### config.mk
export PLATFORM = sky130hd
export DESIGN_NAME = sram_access_arbiter
export DESIGN_NICKNAME = d
export VERILOG_FILES = /design/src/rtl/sram_access_arbiter.sv
export SDC_FILE = /design/constraint.sdc
export NUM_CORES = 1
export LEC_CHECK = 0
export CORE_AREA = 5 5 416 418
export CTS_CLUSTER_SIZE = 12
export DETAILED_ROUTE_END_ITERATION = 6
export DIE_AREA = 0 0 421 423
export PLACE_DENSITY_LB_ADDON = 0.08
export REMOVE_ABC_BUFFERS = 1
export SLEW_MARGIN = 20
export SYNTH_ARGS = -nofsm -noshare
export SYNTH_HDL_FRONTEND = slang
export SYNTH_SLANG_ARGS = --single-unit
### constraint.sdc
create_clock -name clk -period 2 [get_ports clk]
set_input_delay 0.3 -clock clk [delete_from_list [all_inputs] [get_ports clk]]
set_output_delay 0.3 -clock clk [all_outputs]
set_load 0.01 [all_outputs]
### src/rtl/sram_access_arbiter.sv
// sram_access_arbiter
//
// Shares one single-port SRAM macro between a write requester and a read
// requester. At most one access is granted per cycle; the granted access is
// registered onto the SRAM pins the following cycle. Read data returns at a
// fixed latency of RD_LAT cycles after the grant. A saturating starve counter
// bounds how many consecutive writes may win while a read is waiting. A flush
// handshake stops granting, drains in-flight reads and then reports idle.
//
// Ports:
//   clk, rst                  clock and synchronous active-high reset
//   wr_req/wr_addr/wr_data    write request, held stable until wr_gnt
//   wr_gnt                    combinational write accept
//   rd_req/rd_addr            read request, held stable until rd_gnt
//   rd_gnt                    combinational read accept
//   rd_valid/rd_data          registered read return, one cycle per read
//   flush                     level request to quiesce
//   flush_done                registered, high while drained under flush
//   sram_cen/sram_wen         registered active-low chip/write enables
//   sram_a/sram_d             registered address and write data
//   sram_q                    SRAM read data, valid one cycle after access

module sram_access_arbiter #(
   parameter int unsigned ADDR_W     = 10,
   parameter int unsigned DATA_W     = 256,
   parameter int unsigned RD_LAT     = 3,
   parameter int unsigned STARVE_LIM = 4
) (
   input  logic              clk,
   input  logic              rst,
   input  logic              wr_req,
   input  logic [ADDR_W-1:0] wr_addr,
   input  logic [DATA_W-1:0] wr_data,
   output logic              wr_gnt,
   input  logic              rd_req,
   input  logic [ADDR_W-1:0] rd_addr,
   output logic              rd_gnt,
   output logic              rd_valid,
   output logic [DATA_W-1:0] rd_data,
   input  logic              flush,
   output logic              flush_done,
   output logic              sram_cen,
   output logic              sram_wen,
   output logic [ADDR_W-1:0] sram_a,
   output logic [DATA_W-1:0] sram_d,
   input  logic [DATA_W-1:0] sram_q
);

   // Starve counter must hold STARVE_LIM itself.
   localparam int unsigned CNT_W = (STARVE_LIM > 0) ? $clog2(STARVE_LIM + 1) : 1;
   localparam logic [CNT_W-1:0] StarveMax = CNT_W'(STARVE_LIM);

   // Data stages after the SRAM: one capture stage plus RD_LAT-3 delay stages.
   localparam int unsigned DP = RD_LAT - 2;

   localparam logic [1:0] StRun     = 2'd0;
   localparam logic [1:0] StDrain   = 2'd1;
   localparam logic [1:0] StFlushed = 2'd2;

   logic [1:0]        state_q, state_d;
   logic [CNT_W-1:0]  starve_q, starve_d;
   logic [RD_LAT-1:0] vld_q, vld_d;
   logic [DATA_W-1:0] dpipe_q [DP];
   logic              flush_done_q;

   logic              cen_q, cen_d;
   logic              wen_q, wen_d;
   logic [ADDR_W-1:0] a_q, a_d;
   logic [DATA_W-1:0] d_q, d_d;

   // ------------------------------------------------------------------
   // Arbitration: only while running and not being asked to flush.
   // Writes win unless no write is waiting or the read has starved.
   // ------------------------------------------------------------------
   always_comb begin
      wr_gnt = 1'b0;
      rd_gnt = 1'b0;
      if (!rst && (state_q == StRun) && !flush) begin
         if (rd_req && (!wr_req || (starve_q == StarveMax))) begin
            rd_gnt = 1'b1;
         end else if (wr_req) begin
            wr_gnt = 1'b1;
         end
      end
   end

   // ------------------------------------------------------------------
   // Starve counter
   // ------------------------------------------------------------------
   always_comb begin
      starve_d = starve_q;
      if (rd_gnt || !rd_req) begin
         starve_d = '0;
      end else if (wr_gnt && (starve_q != StarveMax)) begin
         starve_d = starve_q + 1'b1;
      end
   end

   // ------------------------------------------------------------------
   // Read-valid shift register: bit k set means a read granted k+1
   // cycles ago is still in flight.
   // ------------------------------------------------------------------
   assign vld_d = {vld_q[RD_LAT-2:0], rd_gnt};

   // ------------------------------------------------------------------
   // Flush FSM. DRAIN looks at the next-cycle valid vector so that
   // flush_done rises the cycle right after the last rd_valid.
   // ------------------------------------------------------------------
   always_comb begin
      state_d = state_q;
      case (state_q)
         StRun: begin
            if (flush) state_d = StDrain;
         end
         StDrain: begin
            if (!flush) begin
               state_d = StRun;
            end else if (vld_d == '0) begin
               state_d = StFlushed;
            end
         end
         StFlushed: begin
            if (!flush) state_d = StRun;
         end
         default: state_d = StRun;
      endcase
   end

   // ------------------------------------------------------------------
   // SRAM pin next-state. Address holds when idle; write data is zero
   // unless a write is being issued.
   // ------------------------------------------------------------------
   always_comb begin
      cen_d = 1'b1;
      wen_d = 1'b1;
      a_d   = a_q;
      d_d   = '0;
      if (wr_gnt) begin
         cen_d = 1'b0;
         wen_d = 1'b0;
         a_d   = wr_addr;
         d_d   = wr_data;
      end else if (rd_gnt) begin
         cen_d = 1'b0;
         a_d   = rd_addr;
      end
   end

   // ------------------------------------------------------------------
   // State registers
   // ------------------------------------------------------------------
   always_ff @(posedge clk) begin
      if (rst) begin
         state_q      <= StRun;
         starve_q     <= '0;
         vld_q        <= '0;
         flush_done_q <= 1'b0;
         cen_q        <= 1'b1;
         wen_q        <= 1'b1;
         a_q          <= '0;
         d_q          <= '0;
      end else begin
         state_q      <= state_d;
         starve_q     <= starve_d;
         vld_q        <= vld_d;
         flush_done_q <= (state_d == StFlushed);
         cen_q        <= cen_d;
         wen_q        <= wen_d;
         a_q          <= a_d;
         d_q          <= d_d;
      end
   end

   // Read data path. sram_q holds the word while vld_q[1] is set (access
   // on the pins the cycle before); gating here keeps rd_data zero between
   // results and the later stages simply shift.
   always_ff @(posedge clk) begin
      if (rst) begin
         for (int i = 0; i < DP; i++) begin
            dpipe_q[i] <= '0;
         end
      end else begin
         dpipe_q[0] <= vld_q[1] ? sram_q : '0;
         for (int i = 1; i < DP; i++) begin
            dpipe_q[i] <= dpipe_q[i-1];
         end
      end
   end

   // ------------------------------------------------------------------
   // Outputs
   // ------------------------------------------------------------------
   assign rd_valid   = vld_q[RD_LAT-1];
   assign rd_data    = dpipe_q[DP-1];
   assign flush_done = flush_done_q;
   assign sram_cen   = cen_q;
   assign sram_wen   = wen_q;
   assign sram_a     = a_q;
   assign sram_d     = d_q;

endmodule

After elaboration in Yosys (flattened, before gate mapping):

Memory sizes are Yosys's and may differ from the RTL's.
Index checks and enable logic that the tools add are counted.
Widths: inputs -> output; s select.

* $mul: 0
* equal/unequal tests: 5
* bitwise operators: 1
* shift operators: 0
* order comparisons: 0
* muxes and demuxes: 21
* $add $sub $neg: 1
* div/mod/pow operators: 0
* reductions and logical operators: 16

Operator list (number)
* $mux 256: 2
* $reduce_or 256->1: 1
* $mux 10: 2
* $mux 1: 12
* $mux 2: 4
* $pmux 2 s3: 1
* $eq 2x2->1 const B: 2
* $logic_and 1x1->1: 4
* $logic_not 1->1: 4
* $reduce_or 2->1: 2
* $add 3x1->3 const B: 1
* $eq 3x3->1 const B: 1
* $logic_not 3->1: 1
* $ne 3x3->1 const B: 1
* $eq 2x1->1 const B: 1
* $logic_not 2->1: 1
* $logic_or 1x1->1: 2
* $reduce_bool 2->1: 1
* $not 1->1: 1

* memory bits (writable): 256
* memories: 1
* bits in latches: 0
* bits of input ports: 537
* bits in read-only memories: 0
* bits in registers: 277

Memory list
* dpipe_q: depth 1, bits a word 256, rd ports 1, clocked after Yosys merged registers in 0, write ports 1, line 63 `logic [DATA_W-1:0] dpipe_q [DP];`

Longest topological paths before layout:

Gate-level depths: netlist of run 1.

* depth in word-level cells: 10
* depth in mapped cells: 7
* gate-level depth less buffers: 5

Worst setup path before layout of run 1:

Ideal clock, no wire load.

* path type: register to output
* start: register state_q[1]
* end: output port wr_gnt
* setup slack: 0.165 ns
* stages on the path, launching flop included: 6
* data required time: 1.700 ns
* arrival time: 1.535 ns
* buffers on the path: 2
* cells stage by stage: dfxtp_1 -> or4_1 -> clkbuf_1 -> a311o_1 -> inv_2 -> buf_2

* cells in the longest elaborated chain, start to end: 4

Ends and longest elaborated chain
* from (decl): line 60 `logic [1:0] state_q, state_d;`
* from (signal assigned): line 154 `state_q <= StRun;`
* from (signal assigned): line 163 `state_q <= state_d;`
* $logic_not 2->1: line 78 `if (!rst && (state_q == StRun) && !flush) begin`
* $logic_and 1x1->1 (2 in series): line 78
* $mux 1: line 78
* to (decl): line 34 `output logic wr_gnt,`

Every way passes these cells.

Final worst setup path of run 1:

Same ends and word-level chain as after synthesis.

==> results.toml, run 1 <==
[synth]
synth.top_cell.area_share_pct = 72.8
async_reset_ff_share_pct = 0
ys_top_cells_by_area = "dfxtp_1 73%, and2_1 22%, clkbuf_1 0.90%, o221a_2 0.77%, clkbuf_2 0.68%"
synthFlopType = "dfxtp_1"
synthesis.area_um2 = 14600
seq_area_frac_synth_pct = 72.8
avgSynthCellArea_um2 = 12.4
yosys.area.top_type = "dfxtp_1"
ys_ff_latch = 533
synth_edf_count = 0
syn-instance-count = 1183
synth_cell_types = 28
yosysWarnings = 0

[outcome]
violations = "negative setup slack"
status = "finished, violations left"

[timing]
max_slew_margin_pct = 69.1
setup_ws_ns = -0.450
final-setup-viol-count = 258
worstMarginPinSlew_ns = 0.466
fin_hold_ws_ns = 0.191
final.period_utilization_pct = 122
finClkSkew_ns = 0.0219
fmax_ghz = 0.408
rsz0062_at_grt = "true"
tns_ns = -58.36
slew_violations = 0
final-hold-violation-count = 0
min_period_ns = 2.45

[setup_path]
required_ns = 1.70
reg2reg_depth = 11
reg2reg_from = "state_q[1]"
critPathKind = "reg2out"
rr_endpoint = "sram_d[30]"
crit_family = "simple AND/OR/NAND/NOR gates"
slowest_delay_ns = 0.55
path_max_fanout = 2
worst-path-buf-inv = 3
startpoint = "state_q[1]"
crit_chain = "or4_4 > a311o_1 > buf_6 > clkinv_4 > buf_4"
crit_end = "wr_gnt"
cp-start-kind = "register"
path_depth = 5
r2r_slack_ns = -0.33
crit_path_top_delay_cell = "or4_4"
worstPathArrival_ns = 2.15
endpoint_kind = "output port"

[routing]
viasPerCell = 2.74
dr_total_vias = 12700
drt_iter0_drc = 355
wl_per_cell_um = 19.7
drc_errors = 0
postRouteWirelength_mm = 91.3
firstDrtPassIters = 4
postRouteAntennaNets = 0

[pwr]
comb_power_share_pct = 8.1
pwr-share-seq_pct = 41.0
power_w = 0.0265
power.share.switching_pct = 22.8
switching_power_w = 0.00604
internal-power_w = 0.0204
power_density_nw_per_um2 = 826
p_leak_nw = 12.3
ir_drop_uv = 495
clkPwrFrac_pct = 50.9

[final_layout]
layout.nets = 2892
drive_gt1_share_pct = 12.9
final_core_util_pct = 19.0
layout_commonest_cell = "clkdlybuf4s50_1"
final_cell_mix = "992 x clkdlybuf4s50_1, 531 x dfxtp_1, 424 x and2_1"
syn2layout_area_growth_pct = 119

[clock_network]
clk_pin_slew_ns = 0.05
htree_levels = 3
clock_path_buffers = 3
cts.sinks = 533
cts_tree = "yes"
insertion_delay_ns = 0.67
cts-buffers-inserted = 76
cts_root_buf = "clkbuf_16"
holdBufCountCts = 0

[die]
die_y_um = 423
die_x_um = 421
start_util_pct = 8.68
dieArea_um2 = 178000
core_um2 = 169000
rows = 151
io_pins = 1065

[min_path]
whs_path_depth = 2
hp-class = "in2reg"

[place]
hpwl_mm = 70.0
io_buffers = 1064
place.gp.congestion = 0.751

[grt]
grt_pass1_wl_mm = 115
busiest_layer = "met2"
grt_max_degree = 59
use_met1_pct = 7.96
antenna_found_initial = 25
grt_use_total_pct = 9.33
grt_pass1_vias = 13200
met3_usage_pct = 5.48
globalRouteOverflowTotal = 0
use_met2_pct = 17.8

[run]
maxCapViolations = 0
-- state kept, by name (all words and copies together), names as in the netlist --
| register | count |
|---|---|
| starve_q | 3 |
| dpipe_q | 256 |
| sram_wen | 1 |
| sram_cen | 1 |
| vld_q | 3 |
| flush_done | 1 |
| sram_a | 10 |
| state_q | 2 |
| sram_d | 256 |
-- metrics by stage --
| stage | worst slack, ns | instance area [um2] | cells |
|---|---|---|---|
| after detailed placement | -0.790 | 28200 | 4436 |
| after CTS | -0.583 | 30600 | 4569 |
| final | -0.450 | 32100 | 4631 |
| after global placement | -0.824 | 28200 | 4436 |
| after floorplan | -4.23 | 14400 | 1120 |
| after global routing | -0.587 | 32000 | 4628 |
-- per-layer routing --
metal | share of wire (%) | routed length [um]
met1 | 31 | 28200
met2 | 55 | 50100
met3 | 11 | 9900
met4 | 3.3 | 3030
met5 | 0.17 | 155
-- area by class of cell --
| type | count | area (um2) |
|---|---|---|
| fill | 18500 | 137000 |
| clock inverter | 18 | 243 |
| antenna | 6 | 15.0 |
| multi-input combinational | 570 | 3870 |
| clock buffer | 114 | 2240 |
| sequential | 533 | 10700 |
| timing repair buffer | 1155 | 12200 |
| tap | 2218 | 2780 |
| inverter | 17 | 68.8 |
-- worst register-to-register path: stages, from the launching register on --
cell	delay [ns]
dfxtp_2	0.32
or4_4	0.55
a311o_1	0.31
buf_6	0.15
clkinv_4	0.05
buf_4	0.10
buf_8	0.10
buf_16	0.16
buf_16	0.19
buf_12	0.12
buf_16	0.11
and2_4	0.13
-- kinds of logic (layout without fill, tap and decap cells) --
logic type	after synthesis	after routing	share of synthesized area (%)
AO/OA/AOI/OAI	29	29	1.66
adder cells (fa/ha/maj)	2	2	0.171
buffers and inverters	80	1304	2.44
flip-flops	533	533	72.8
other	0	6	0
AND/OR/NAND/NOR	539	539	22.9
-- synth_stat cells (2+ instances only) --
cell / count
nand2b_1: 2
buf_2: 2
a21oi_1: 4
clkbuf_1: 35
nand2_1: 2
ha_1: 2
dfxtp_1: 533
nor3_1: 10
o21ai_0: 2
buf_4: 4
o221a_2: 10
nor2b_1: 2
clkbuf_2: 20
nor2_1: 3
and2_1: 512
inv_1: 16
nand3_1: 2
a211oi_1: 11
buf_6: 2
-- worst min path at each step --
stage / startpoint / endpoint / slack [ns]
finish: wr_data[243] / sram_d[243] / 0.19
global route: wr_data[24] / sram_d[24] / 0.11
CTS: wr_data[96] / sram_d[96] / 0.08
detailed placement: vld_q[0] / vld_q[1] / 0.48
global placement: vld_q[0] / vld_q[1] / 0.48
floorplan: rst / vld_q[1] / 0.37
-- power by group through the flow --
stage	Clock (W)	Sequential (W)	Combinational [W]
5_1_grt	0.0147	0.0109	0.00227
6_report	0.0135	0.0109	0.00213
2_1_floorplan	0	0.0112	0.000187
3_5_place_dp	0	0.0111	0.00190
3_3_place_gp	0	0.0111	0.00191
4_1_cts	0.0143	0.0109	0.00189
-- timing repair --
action,4_1_cts,5_1_grt
resized for setup,91,134
gates cloned,0,39
buffers inserted,1,18
pin swaps,1,79
endpoints found under the setup margin,325,258
No activity file was read; power rests on OpenSTA's default activity.
==> run 2, diff against run 1 <==
- CORE_AREA: 5 5 416 418 -> 4 4 415 417
- DIE_AREA: 0 0 421 423 -> 0 0 419 421
==> run 2 against run 1 <==
The flow still finishes with violations (negative setup slack); non-clock buffer count is 9 higher; clock skew grew 0.0018 ns; final area increased by 0.57%; global-route usage increased by 0.62 points; via count grew 0.24%; utilization grew 0.11 points.
==> results.toml, run 2 (synthesis results as in run 1) <==
[timing]
finClkSkew_ns = 0.0237
rsz0062_at_grt = "true"
setup_ws_ns = -0.443
final.period_utilization_pct = 122
worstMarginPinSlew_ns = 0.482
min_period_ns = 2.44
fmax_ghz = 0.409
final-hold-violation-count = 0
slew_violations = 0
final-setup-viol-count = 265
max_slew_margin_pct = 67.8

[die]
start_util_pct = 8.68
dieArea_um2 = 176000
die_x_um = 419
io_pins = 1065
rows = 151
core_um2 = 169000
die_y_um = 421

[grt]
grt_pass1_vias = 13500
globalRouteOverflowTotal = 0
antenna_found_initial = 15
grt_use_total_pct = 9.95
grt_max_degree = 53
grt_pass1_wl_mm = 120

[min_path]
hp-class = "in2reg"

[setup_path]
path_max_fanout = 2
crit_chain = "or4_4 > a311o_2 > clkinv_4 > buf_6"
critPathKind = "reg2out"
worstPathArrival_ns = 2.14
slowest_delay_ns = 0.52
required_ns = 1.70
crit_path_top_delay_cell = "or4_4"
cp-start-kind = "register"
endpoint_kind = "output port"

[final_layout]
layout.nets = 2901
syn2layout_area_growth_pct = 120
layout_commonest_cell = "clkdlybuf4s50_1"
final_cell_mix = "1062 x clkdlybuf4s50_1, 529 x dfxtp_1, 432 x and2_1"
final_area_um2 = 32200
num-fill-cells = 18500
drive_gt1_share_pct = 13.0
stdcell_count = 4648

[place]
place_area_um2 = 28200
place.gp.congestion = 0.745
place_ws_ns = -0.867
io_buffers = 1064
placedCellCount = 4442
hpwl_mm = 69.9

[clock_network]
htree_levels = 3
cts.sinks = 533
clk_pin_slew_ns = 0.06
cts_tree = "yes"
cts_root_buf = "clkbuf_16"
cts-buffers-inserted = 76
insertion_delay_ns = 0.67
holdBufCountCts = 0
clock_path_buffers = 3

[pwr]
power_density_nw_per_um2 = 819
clkPwrFrac_pct = 50.5
comb_power_share_pct = 8.3
pwr-share-seq_pct = 41.2
switching_power_w = 0.00598
power.share.switching_pct = 22.7
internal-power_w = 0.0204
ir_drop_uv = 590
p_leak_nw = 12.0

[routing]
dr_total_vias = 12700
postRouteAntennaNets = 0
postRouteWirelength_mm = 91.3
drc_errors = 0
viasPerCell = 2.73
drt_iter0_drc = 320
wl_per_cell_um = 19.6
firstDrtPassIters = 4

[outcome]
violations = "negative setup slack"
status = "finished, violations left"

[run]
maxCapViolations = 0
## run 2: cell types whose count changed in the layout (fill, tap and decap cells not counted), moves of 5 or more
cell and change:
buf_4 +6, clkbuf_1 +5, and2_4 -8, buf_16 +13
buf_12 +7, dlygate4sd2_1 -70, and2_1 +8, clkdlybuf4s50_1 +70
clkbuf_16 -14
## run 2: layout make-up
type	instances	area, um2	share of cell area [%]
inverter	17	68.8	0.213
clock inverter	16	144	0.446
tap	2218	2780	8.61
clock buffer	122	2320	7.19
multi-input combinational	570	3850	12.0
antenna	8	20.0	0.0621
timing repair buffer	1164	12400	38.4
sequential	533	10700	33.1
## run 2: repair_timing
item	4_1_cts	5_1_grt
setup endpoints to repair	388	350
gates resized for setup	83	101
pin swaps	33	3
gates cloned	24	12
buffers inserted	27	12
## run 2: through the flow
step                setup TNS, ns  hold WS (ns)  power (W)  util (%)
finish                     -68.18         0.177     0.0264      19.1
global route               -90.22        0.0907     0.0277      19.1
CTS                       -128.76        0.0567     0.0272      18.9
detailed placement        -187.89         0.476     0.0130      16.7
global placement          -183.89         0.481     0.0130      16.7
floorplan                -1341.69         0.372     0.0114         -
## run 2: worst paths after layout
path,start,to,slack [ns],cells past startpoint
max reg2reg,state_q[0],sram_d[88],-0.37,11
max,state_q[0],wr_gnt,-0.44,4
min,wr_data[101],sram_d[101],0.18,2
min reg2reg,vld_q[0],vld_q[1],0.48,1
## run 2: metal layers
layer / wire length [um] / track usage (%)
met2: 49700 / 18.8
met1: 29900 / 9.09
met4: 2220 / 3.25
met5: 76 / 0
met3: 9380 / 5.05
## run 2: power groups by stage
stage	combinational, W	clock (W)	sequential [W]
finish	0.00219	0.0133	0.0109
global route	0.00233	0.0145	0.0109
CTS	0.00217	0.0141	0.0109
detailed placement	0.00189	0	0.0111
global placement	0.00190	0	0.0111
floorplan	0.000187	0	0.0112
## run 2: critical path, delay by kind of cell, from the launching register on
| kind | cells | cell delay (ns) |
|---|---|---|
| simple gates | 1 | 0.52 |
| flops | 1 | 0.32 |
| buf+inv | 2 | 0.20 |
| compound gates | 1 | 0.42 |
